File: config.mk
export PLATFORM = sky130hd
export DESIGN_NAME = gray_mult_seq_ctrl_flat
export DESIGN_NICKNAME = d
export VERILOG_FILES = /design/src/rtl/gray_mult_seq_ctrl_if.sv /design/src/rtl/gray_mult_seq_ctrl.sv /design/src/flat_wrapper.sv
export SDC_FILE = /design/constraint.sdc
export NUM_CORES = 1
export LEC_CHECK = 0
export ABC_CLOCK_PERIOD_IN_PS = 12700
export BUFFER_PORTS_ARGS = -buffer_cell sky130_fd_sc_hd__buf_4
export CAP_MARGIN = 20
export CORE_MARGIN = 4
export CORE_UTILIZATION = 59
export CTS_BUF_LIST = sky130_fd_sc_hd__clkbuf_2 sky130_fd_sc_hd__clkbuf_4 sky130_fd_sc_hd__clkbuf_8
export CTS_CLUSTER_SIZE = 24
export DETAILED_ROUTE_END_ITERATION = 16
export PLACE_DENSITY = 0.85
export SYNTH_ARGS = -nofsm -noshare
export SYNTH_HDL_FRONTEND = slang
export SYNTH_SLANG_ARGS = --single-unit
File: constraint.sdc
create_clock -name clk_i_gray_ctrl -period 12.7 [get_ports clk_i_gray_ctrl]
set_input_delay 3.175 -clock clk_i_gray_ctrl [delete_from_list [all_inputs] [get_ports clk_i_gray_ctrl]]
set_output_delay 3.175 -clock clk_i_gray_ctrl [all_outputs]
set_load 0.02 [all_outputs]
File: src/rtl/gray_mult_seq_ctrl_if.sv
// -----------------------------------------------------------------------------
// gray_mult_seq_ctrl_if
// Bundles the pixel-in, multiplier and gray-out handshake signals of the
// grayscale sequencer so that they can be passed around as one port.
//   slave  : seen by the sequencer (gray_mult_seq_ctrl)
//   master : seen by the environment (pixel source, multiplier, sink)
// Signal groups:
//   pix_*        : RGB pixel in, valid/ready
//   mult_*       : operands/enable out, products/done in
//   gray_*       : saturated gray value out, valid/ready, frame_last_o
//   busy_o, err_timeout_o, err_clr_i : status and sticky error control
// -----------------------------------------------------------------------------
interface gray_mult_seq_ctrl_if #(
  parameter int DATA_W = 24
);
  logic              pix_valid_i;
  logic              pix_ready_o;
  logic [DATA_W-1:0] pix_R_i;
  logic [DATA_W-1:0] pix_G_i;
  logic [DATA_W-1:0] pix_B_i;
  logic              mult_en_o;
  logic [DATA_W-1:0] mult_R_o;
  logic [DATA_W-1:0] mult_G_o;
  logic [DATA_W-1:0] mult_B_o;
  logic [DATA_W-1:0] mult_res_R_i;
  logic [DATA_W-1:0] mult_res_G_i;
  logic [DATA_W-1:0] mult_res_B_i;
  logic              mult_done_i;
  logic              gray_valid_o;
  logic              gray_ready_i;
  logic [DATA_W-1:0] gray_o;
  logic              frame_last_o;
  logic              busy_o;
  logic              err_timeout_o;
  logic              err_clr_i;

  modport slave (
    input  pix_valid_i, pix_R_i, pix_G_i, pix_B_i,
    input  mult_res_R_i, mult_res_G_i, mult_res_B_i, mult_done_i,
    input  gray_ready_i, err_clr_i,
    output pix_ready_o, mult_en_o, mult_R_o, mult_G_o, mult_B_o,
    output gray_valid_o, gray_o, frame_last_o, busy_o, err_timeout_o
  );

  modport master (
    output pix_valid_i, pix_R_i, pix_G_i, pix_B_i,
    output mult_res_R_i, mult_res_G_i, mult_res_B_i, mult_done_i,
    output gray_ready_i, err_clr_i,
    input  pix_ready_o, mult_en_o, mult_R_o, mult_G_o, mult_B_o,
    input  gray_valid_o, gray_o, frame_last_o, busy_o, err_timeout_o
  );
endinterface

File: src/rtl/gray_mult_seq_ctrl.sv
// -----------------------------------------------------------------------------
// gray_mult_seq_ctrl
// Sequencer between the pixel source and the three-channel constant
// multiplier of the grayscale path. Accepts one RGB pixel, drives the
// multiplier until done (or until a stall timeout aborts the pixel), sums
// the three products into a saturated gray value and hands it downstream.
// Tracks the position within a frame and flags the last pixel.
//
// Ports:
//   clk_i_gray_ctrl  : clock, all state changes on the rising edge
//   rstn_i_gray_ctrl : synchronous active-low reset
//   bus (slave)      : pixel in, multiplier operands/products, gray out,
//                      busy/err_timeout status and err_clr_i
//
// Optional build macro GRAY_MULT_SEQ_ROUND_EN: adds parameter FRAC_W and
// rounds half-up at bit FRAC_W-1, clearing the low FRAC_W bits of gray_o.
// -----------------------------------------------------------------------------
module gray_mult_seq_ctrl #(
  parameter int DATA_W           = 24,
  parameter int TIMEOUT          = 64,
  parameter int PIXELS_PER_FRAME = 16
`ifdef GRAY_MULT_SEQ_ROUND_EN
  ,
  parameter int FRAC_W           = 16
`endif
) (
  input logic                 clk_i_gray_ctrl,
  input logic                 rstn_i_gray_ctrl,
  gray_mult_seq_ctrl_if.slave bus
);

  localparam int PIX_CNT_W = (PIXELS_PER_FRAME > 1) ? $clog2(PIXELS_PER_FRAME) : 1;
  localparam int TO_CNT_W  = (TIMEOUT > 2) ? $clog2(TIMEOUT) : 1;
  localparam logic [PIX_CNT_W-1:0] PIX_LAST  = PIX_CNT_W'(PIXELS_PER_FRAME - 1);
  // Abort on the cycle whose increment would reach TIMEOUT-1, i.e. after
  // TIMEOUT-1 cycles in MULT without done.
  localparam logic [TO_CNT_W-1:0]  TO_ABORT  = TO_CNT_W'(TIMEOUT - 2);

  typedef enum logic [1:0] {
    IDLE = 2'd0,
    MULT = 2'd1,
    SUM  = 2'd2,
    OUT  = 2'd3
  } state_t;

  state_t                state_r;
  logic [PIX_CNT_W-1:0]  pix_cnt_r;
  logic [TO_CNT_W-1:0]   to_cnt_r;
  logic [DATA_W-1:0]     res_r_r;
  logic [DATA_W-1:0]     res_g_r;
  logic [DATA_W-1:0]     res_b_r;
  logic [DATA_W-1:0]     mult_r_r;
  logic [DATA_W-1:0]     mult_g_r;
  logic [DATA_W-1:0]     mult_b_r;
  logic [DATA_W-1:0]     gray_r;
  logic                  mult_en_r;
  logic                  gray_valid_r;
  logic                  frame_last_r;
  logic                  busy_r;
  logic                  err_timeout_r;
  logic                  pix_ready_s;
  logic [DATA_W-1:0]     gray_sum_s;

  // Saturating three-way sum; the two guard bits catch any carry out.
  function automatic logic [DATA_W-1:0] sat_sum3(
    input logic [DATA_W-1:0] a,
    input logic [DATA_W-1:0] b,
    input logic [DATA_W-1:0] c
  );
    logic [DATA_W+1:0] sum_v;
    logic [DATA_W-1:0] res_v;
    sum_v = {2'b00, a} + {2'b00, b} + {2'b00, c};
`ifdef GRAY_MULT_SEQ_ROUND_EN
    sum_v = sum_v + ((DATA_W+2)'(1) << FRAC_W-1);
`endif
    if (|sum_v[DATA_W+1:DATA_W]) begin
      res_v = '1;
    end else begin
      res_v = sum_v[DATA_W-1:0];
    end
`ifdef GRAY_MULT_SEQ_ROUND_EN
    res_v = res_v & ~((DATA_W'(1) << FRAC_W) - DATA_W'(1));
`endif
    return res_v;
  endfunction

  // Gray value computed from the latched products, captured in SUM.
  assign gray_sum_s = sat_sum3(res_r_r, res_g_r, res_b_r);

  // A done still high from the previous pixel blocks acceptance.
  assign pix_ready_s = (state_r == IDLE) && !bus.mult_done_i;

  // Sequencer FSM with all registered outputs and counters.
  always_ff @(posedge clk_i_gray_ctrl) begin
    if (!rstn_i_gray_ctrl) begin
      state_r       <= IDLE;
      pix_cnt_r     <= '0;
      to_cnt_r      <= '0;
      res_r_r       <= '0;
      res_g_r       <= '0;
      res_b_r       <= '0;
      mult_r_r      <= '0;
      mult_g_r      <= '0;
      mult_b_r      <= '0;
      gray_r        <= '0;
      mult_en_r     <= 1'b0;
      gray_valid_r  <= 1'b0;
      frame_last_r  <= 1'b0;
      busy_r        <= 1'b0;
      err_timeout_r <= 1'b0;
    end else begin
      // Clear first; a timeout set further down in the same cycle overrides.
      if (bus.err_clr_i) begin
        err_timeout_r <= 1'b0;
      end

      case (state_r)
        IDLE: begin
          if (bus.pix_valid_i && pix_ready_s) begin
            mult_r_r  <= bus.pix_R_i;
            mult_g_r  <= bus.pix_G_i;
            mult_b_r  <= bus.pix_B_i;
            to_cnt_r  <= '0;
            mult_en_r <= 1'b1;
            busy_r    <= 1'b1;
            state_r   <= MULT;
          end
        end

        MULT: begin
          // Done takes priority over the terminal count.
          if (bus.mult_done_i) begin
            res_r_r   <= bus.mult_res_R_i;
            res_g_r   <= bus.mult_res_G_i;
            res_b_r   <= bus.mult_res_B_i;
            mult_en_r <= 1'b0;
            state_r   <= SUM;
          end else if (to_cnt_r == TO_ABORT) begin
            err_timeout_r <= 1'b1;
            mult_en_r     <= 1'b0;
            busy_r        <= 1'b0;
            state_r       <= IDLE;
          end else begin
            to_cnt_r <= to_cnt_r + TO_CNT_W'(1);
          end
        end

        SUM: begin
          gray_r       <= gray_sum_s;
          frame_last_r <= (pix_cnt_r == PIX_LAST);
          gray_valid_r <= 1'b1;
          state_r      <= OUT;
        end

        OUT: begin
          if (bus.gray_ready_i) begin
            gray_valid_r <= 1'b0;
            frame_last_r <= 1'b0;
            busy_r       <= 1'b0;
            pix_cnt_r    <= (pix_cnt_r == PIX_LAST) ? '0 : pix_cnt_r + PIX_CNT_W'(1);
            state_r      <= IDLE;
          end
        end

        default: begin
          mult_en_r    <= 1'b0;
          gray_valid_r <= 1'b0;
          frame_last_r <= 1'b0;
          busy_r       <= 1'b0;
          state_r      <= IDLE;
        end
      endcase
    end
  end

  assign bus.pix_ready_o   = pix_ready_s;
  assign bus.mult_en_o     = mult_en_r;
  assign bus.mult_R_o      = mult_r_r;
  assign bus.mult_G_o      = mult_g_r;
  assign bus.mult_B_o      = mult_b_r;
  assign bus.gray_valid_o  = gray_valid_r;
  assign bus.gray_o        = gray_r;
  assign bus.frame_last_o  = frame_last_r;
  assign bus.busy_o        = busy_r;
  assign bus.err_timeout_o = err_timeout_r;

endmodule
File: src/flat_wrapper.sv
// flat-port wrapper written by rule: the top's interface ports become plain ports
module gray_mult_seq_ctrl_flat 
#(
  parameter int DATA_W           = 24,
  parameter int TIMEOUT          = 64,
  parameter int PIXELS_PER_FRAME = 16

)
  (clk_i_gray_ctrl, rstn_i_gray_ctrl, bus_pix_valid_i, bus_pix_R_i, bus_pix_G_i, bus_pix_B_i, bus_mult_res_R_i, bus_mult_res_G_i, bus_mult_res_B_i, bus_mult_done_i, bus_gray_ready_i, bus_err_clr_i, bus_pix_ready_o, bus_mult_en_o, bus_mult_R_o, bus_mult_G_o, bus_mult_B_o, bus_gray_valid_o, bus_gray_o, bus_frame_last_o, bus_busy_o, bus_err_timeout_o);
  gray_mult_seq_ctrl_if #(.DATA_W(DATA_W)) bus_i ();
  input logic clk_i_gray_ctrl;
  input logic rstn_i_gray_ctrl;
  input wire logic [$bits(bus_i.pix_valid_i)-1:0] bus_pix_valid_i;
  input wire logic [$bits(bus_i.pix_R_i)-1:0] bus_pix_R_i;
  input wire logic [$bits(bus_i.pix_G_i)-1:0] bus_pix_G_i;
  input wire logic [$bits(bus_i.pix_B_i)-1:0] bus_pix_B_i;
  input wire logic [$bits(bus_i.mult_res_R_i)-1:0] bus_mult_res_R_i;
  input wire logic [$bits(bus_i.mult_res_G_i)-1:0] bus_mult_res_G_i;
  input wire logic [$bits(bus_i.mult_res_B_i)-1:0] bus_mult_res_B_i;
  input wire logic [$bits(bus_i.mult_done_i)-1:0] bus_mult_done_i;
  input wire logic [$bits(bus_i.gray_ready_i)-1:0] bus_gray_ready_i;
  input wire logic [$bits(bus_i.err_clr_i)-1:0] bus_err_clr_i;
  output wire logic [$bits(bus_i.pix_ready_o)-1:0] bus_pix_ready_o;
  output wire logic [$bits(bus_i.mult_en_o)-1:0] bus_mult_en_o;
  output wire logic [$bits(bus_i.mult_R_o)-1:0] bus_mult_R_o;
  output wire logic [$bits(bus_i.mult_G_o)-1:0] bus_mult_G_o;
  output wire logic [$bits(bus_i.mult_B_o)-1:0] bus_mult_B_o;
  output wire logic [$bits(bus_i.gray_valid_o)-1:0] bus_gray_valid_o;
  output wire logic [$bits(bus_i.gray_o)-1:0] bus_gray_o;
  output wire logic [$bits(bus_i.frame_last_o)-1:0] bus_frame_last_o;
  output wire logic [$bits(bus_i.busy_o)-1:0] bus_busy_o;
  output wire logic [$bits(bus_i.err_timeout_o)-1:0] bus_err_timeout_o;
  assign bus_i.pix_valid_i = bus_pix_valid_i;
  assign bus_i.pix_R_i = bus_pix_R_i;
  assign bus_i.pix_G_i = bus_pix_G_i;
  assign bus_i.pix_B_i = bus_pix_B_i;
  assign bus_i.mult_res_R_i = bus_mult_res_R_i;
  assign bus_i.mult_res_G_i = bus_mult_res_G_i;
  assign bus_i.mult_res_B_i = bus_mult_res_B_i;
  assign bus_i.mult_done_i = bus_mult_done_i;
  assign bus_i.gray_ready_i = bus_gray_ready_i;
  assign bus_i.err_clr_i = bus_err_clr_i;
  assign bus_pix_ready_o = bus_i.pix_ready_o;
  assign bus_mult_en_o = bus_i.mult_en_o;
  assign bus_mult_R_o = bus_i.mult_R_o;
  assign bus_mult_G_o = bus_i.mult_G_o;
  assign bus_mult_B_o = bus_i.mult_B_o;
  assign bus_gray_valid_o = bus_i.gray_valid_o;
  assign bus_gray_o = bus_i.gray_o;
  assign bus_frame_last_o = bus_i.frame_last_o;
  assign bus_busy_o = bus_i.busy_o;
  assign bus_err_timeout_o = bus_i.err_timeout_o;
  gray_mult_seq_ctrl #(.DATA_W(DATA_W), .TIMEOUT(TIMEOUT), .PIXELS_PER_FRAME(PIXELS_PER_FRAME)) u_core (.clk_i_gray_ctrl(clk_i_gray_ctrl), .rstn_i_gray_ctrl(rstn_i_gray_ctrl), .bus(bus_i));
endmodule
## Word level (Yosys, flattened, before mapping)

Index checks and enable logic that the tools add are counted.

- Register bits after elaboration: 185
- Input bits: 150
- Output and inout port bits: 102
- Logic and storage cells: 70

- Add/subtract/negate cells: 4
- Equal/unequal tests: 11
- Mux-type cells: 24
- Reduce and logical (&&, ||, !) cells: 16

Operators with widths:

| operator | count |
|---|---|
| adder 26 x 24 -> 26 bit | 1 |
| adder 24 x 24 -> 25 bit | 1 |
| 2-to-1 mux 24 bit | 1 |
| 2-to-1 mux 6 bit | 3 |
| one-hot mux 6 bit (2 select lines) | 1 |
| 2-to-1 mux 1 bit | 9 |
| 2-to-1 mux 2 bit | 4 |
| inequality test 2 bit (second input constant) | 4 |
| one-hot mux 2 bit (4 select lines) | 1 |
| AND reduction 2 bit | 4 |
| adder 6 x 1 -> 6 bit (second input constant) | 1 |
| == test 6 bit (second input constant) | 1 |
| one-hot mux 1 bit (2 select lines) | 3 |
| AND reduction 3 bit | 2 |
| AND reduction 5 bit | 1 |
| adder 4 x 1 -> 4 bit (second input constant) | 1 |
| == test 2 bit (second input constant) | 2 |
| == test 4 bit (second input constant) | 1 |
| 2-to-1 mux 4 bit | 1 |
| AND reduction 4 bit | 1 |
| nonzero test 2 bit | 2 |
| inequality test 3 x 2 -> 1 bit (second input constant) | 1 |
| one-hot mux 1 bit (3 select lines) | 1 |
| nonzero test 3 bit | 1 |
| other kinds (6) | 7 |

## Logic depth before layout (Yosys ltp)

- Depth after elaboration: 5
- Gate-level depth with buffers: 21
- Gate-level depth less buffers: 20

## Worst setup path before layout

No wires, ideal clock.

- Kind: input-to-output
- Start point: in bus_mult_done_i
- End point: out bus_pix_ready_o
- Data arrival time: 3.708 ns
- Data required time: 9.525 ns
- Path slack: 5.817 ns
- Stages: 1
- Path buffers: 0
- Path through: nor3_1

- Longest elaborated chain between the ends: 2

RTL lines:

| what | line | source |
|---|---|---|
| start, declared | flat_wrapper.sv:20 | `input wire logic [$bits(bus_i.mult_done_i)-1:0] bus_mult_done_i;` |
| zero test 1 bit | gray_mult_seq_ctrl.sv:91 | `assign pix_ready_s = (state_r == IDLE) && !bus.mult_done_i;` |
| logical AND 1 bit | gray_mult_seq_ctrl.sv:91 |  |
| end, declared | flat_wrapper.sv:23 | `output wire logic [$bits(bus_i.pix_ready_o)-1:0] bus_pix_ready_o;` |

No other way between the ends.

## Worst setup path after layout

Ends and elaborated chain as after synthesis.

==> results.sh <==
export IMPL_async_reset_ff_frac=0
export IMPL_ys_types=59
export IMPL_drtAntennaViolNets=0
export IMPL_synthSimpleGateAreaFrac=0.193
export IMPL_vias=8626
export IMPL_leakagePower_uw=0.00507
export IMPL_io_pins=252
export IMPL_min_period_over_period=0.551
export IMPL_ys_ff_latch=185
export IMPL_final_setup_viol_count=0
export IMPL_worst_pin_slew_ns=0.906
export IMPL_synthXorXnorAreaFrac=0.0362
export IMPL_synth_top_family_by_area="compound AO/OA/AOI/OAI gates"
export IMPL_final_cell_mix="319 x nand2_1, 257 x buf_4, 185 x dfxtp_1"
export IMPL_synthToLayoutAreaGrowth_pct=25.0
export IMPL_cts_htree_levels=4
export IMPL_fp_dieH_um=134
export IMPL_track_usage=0.265
export IMPL_via_per_inst=5.46
export IMPL_antenna_found_initial=0
export IMPL_synth_area_mux_share=0.00318
export IMPL_cts_buffer_depth=2
export IMPL_cp_required_ns=9.52
export IMPL_max_slew_margin=0.394
export IMPL_ys_warn_count=0
export IMPL_numCtsBuffers=17
export IMPL_first_pass_iters=6
export IMPL_fmax_ghz=0.143
export IMPL_initial_core_util=0.612
export IMPL_ctsRootBufferMaster="clkbuf_8"
export IMPL_place_area_sq_um=11400
export IMPL_fin_tns_setup_ns=0
export IMPL_p_per_area_nw_per_um2=105
export IMPL_fill_cells=1165
export IMPL_ys_flop_type="dfxtp_1"
export IMPL_cts_hold_buf=0
export IMPL_wl_per_cell_um=15.5
export IMPL_grt_pass1_vias=8207
export IMPL_crit_type="in -> out"
export IMPL_grt_pass1_wl_um=39400
export IMPL_cp_start_kind="input port"
export IMPL_multi_input_area_sq_um=5430
export IMPL_worstPathMaxFanout=6
export IMPL_clk_pin_slew_worst_paths_ns=0.10
export IMPL_register_area_sq_um=3700
export IMPL_routed_wl_um=24500
export IMPL_post_cts_buffers=0
export IMPL_cp_end_kind="primary output"
export IMPL_die_x_um=134
export IMPL_ir_worst_vdd_uv=86.2
export IMPL_rsz0062_at_grt="no"
export IMPL_max_cap_violations=0
export IMPL_hold_viol=0
export IMPL_cp_data_arrival_time_ns=3.82
export IMPL_outcome="finished, final reports clean"
export IMPL_core_sq_um=15400
export IMPL_gp_congestion=0.830
export IMPL_cts_tree="yes"
export IMPL_grt_start_max_net_pins=94
export IMPL_fin_nets=1561
export IMPL_overflow=0
export IMPL_drcViolationCount=0
export IMPL_dieArea_sq_um=18100
export IMPL_num_antenna_cells=0
export IMPL_synth_compound_area_frac=0.269
export IMPL_clkLatencyLatePin_ns=0.47
export IMPL_syn_cell_area_sq_um=9430
export IMPL_drt_initial_drc_count=635
export IMPL_clkSinkCount=185
export IMPL_finClkSkew_ns=0.0125
export IMPL_port_buffers=251
export IMPL_seq_area_frac_synth=0.393
export IMPL_layout_drive_gt1_share=0.230
export IMPL_synth_edff_count=0
export IMPL_avgSynthCellArea_sq_um=8.23
export IMPL_slew_viol_final=0
export IMPL_dpl_hpwl_um=17900
export IMPL_final_common_cell="nand2_1"
export IMPL_synth_fa_ha_area_frac=0.0732
export IMPL_min_period_ns=7.00
export IMPL_cts_resized=0
export IMPL_syn_num_nets=1350
export IMPL_rows=45
export IMPL_fin_area_sq_um=11800
export IMPL_min_path_type="reg -> reg"
export IMPL_synth_cells=1146
-- stage by stage --
stage                     hold slack [ns]  cells   util  total power, uW  setup WS (ns)
after floorplan                     0.447   1146      -              745           5.82
after CTS                           0.472   1579  0.765             1240           5.69
after detailed placement            0.458   1549  0.737              833           5.70
final                               0.468   1579  0.765             1240           5.70
after global routing                0.490   1579  0.765             1290           5.63
after global placement              0.452   1549  0.737              829           5.71
-- layout make-up --
type,instances,share of cell area
Clock buffer,21,0.0240
Clock inverter,9,0.0117
Inverter,13,0.00414
Multi-Input combinational cell,883,0.460
Sequential cell,185,0.314
Tap cell,211,0.0224
Timing Repair Buffer,257,0.164
-- flip-flops by register name (all words and copies together) (netlist names), 4 cells and up, named ones only --
name / count
u_core.res_b_r: 24
u_core.bus.mult_R_o: 24
u_core.pix_cnt_r: 4
u_core.to_cnt_r: 6
u_core.bus.mult_G_o: 24
u_core.res_r_r: 24
u_core.bus.gray_o: 24
u_core.res_g_r: 24
u_core.bus.mult_B_o: 24
-- layer usage --
metal	global-route usage	wire length [um]
met4	0.0650	425
met5	0	0
met3	0.0782	1660
met2	0.437	11800
met1	0.345	10700
-- critical path: stages --
cell	delay, ns
buf_4	0.14
nor3_1	0.29
buf_4	0.21
-- worst paths after layout --
path | startpoint | to | slack [ns] | cells after the start
min | u_core.bus.mult_B_o[5] | u_core.bus.mult_B_o[5] | 0.47 | 2
max | bus_mult_done_i | bus_pix_ready_o | 5.70 | 3
min reg2reg | u_core.bus.mult_B_o[5] | u_core.bus.mult_B_o[5] | 0.47 | 2
max reg2reg | u_core.res_g_r[0] | u_core.bus.gray_o[15] | 7.81 | 20
-- where the power goes --
part | leakage, uW | switching (uW) | internal [uW]
combinational | 0.00336 | 111 | 91.5
clock | 0.000212 | 206 | 212
sequential | 0.00150 | 14.7 | 605
total | 0.00507 | 332 | 908
-- kinds of logic after synthesis --
family,count (synthesis)
AOI/OAI and AO/OA,347
xor gates and xnor gates,39
adders and majority gates,54
buffers and inverters,78
DFF,185
muxes,3
and+or+nand+nor,440
-- synthesized netlist by cell type, types with 2 or more instances --
cell | number | area share
nand2_1 | 320 | 0.13
dfxtp_1 | 185 | 0.39
a21boi_0 | 149 | 0.12
clkbuf_1 | 62 | 0.025
a21oi_1 | 56 | 0.030
ha_1 | 52 | 0.069
o21ai_0 | 47 | 0.025
nor2_1 | 45 | 0.018
xnor2_1 | 20 | 0.019
xor2_1 | 19 | 0.018
a21o_1 | 18 | 0.014
nand3_1 | 15 | 0.0080
inv_1 | 13 | 0.0052
nor2b_1 | 12 | 0.0080
nor3_1 | 12 | 0.0064
o21a_1 | 12 | 0.0095
a21oi_4 | 10 | 0.017
a211oi_1 | 8 | 0.0064
o211ai_1 | 8 | 0.0064
nand4_1 | 7 | 0.0046
and2_1 | 6 | 0.0040
and3_1 | 5 | 0.0033
a31oi_1 | 4 | 0.0027
nand2b_1 | 4 | 0.0027
or3_1 | 4 | 0.0027
mux2i_1 | 3 | 0.0032
o211a_1 | 3 | 0.0032
o21bai_1 | 3 | 0.0024
o221a_1 | 3 | 0.0036
or2_2 | 3 | 0.0020
a2111oi_0 | 2 | 0.0019
a211o_1 | 2 | 0.0019
a311oi_1 | 2 | 0.0019
a41oi_1 | 2 | 0.0019
buf_2 | 2 | 0.0011
fa_1 | 2 | 0.0042
nor4_1 | 2 | 0.0013
o2111ai_1 | 2 | 0.0019
o221a_2 | 2 | 0.0024
Note: power is estimated with default switching activity, not from simulation.
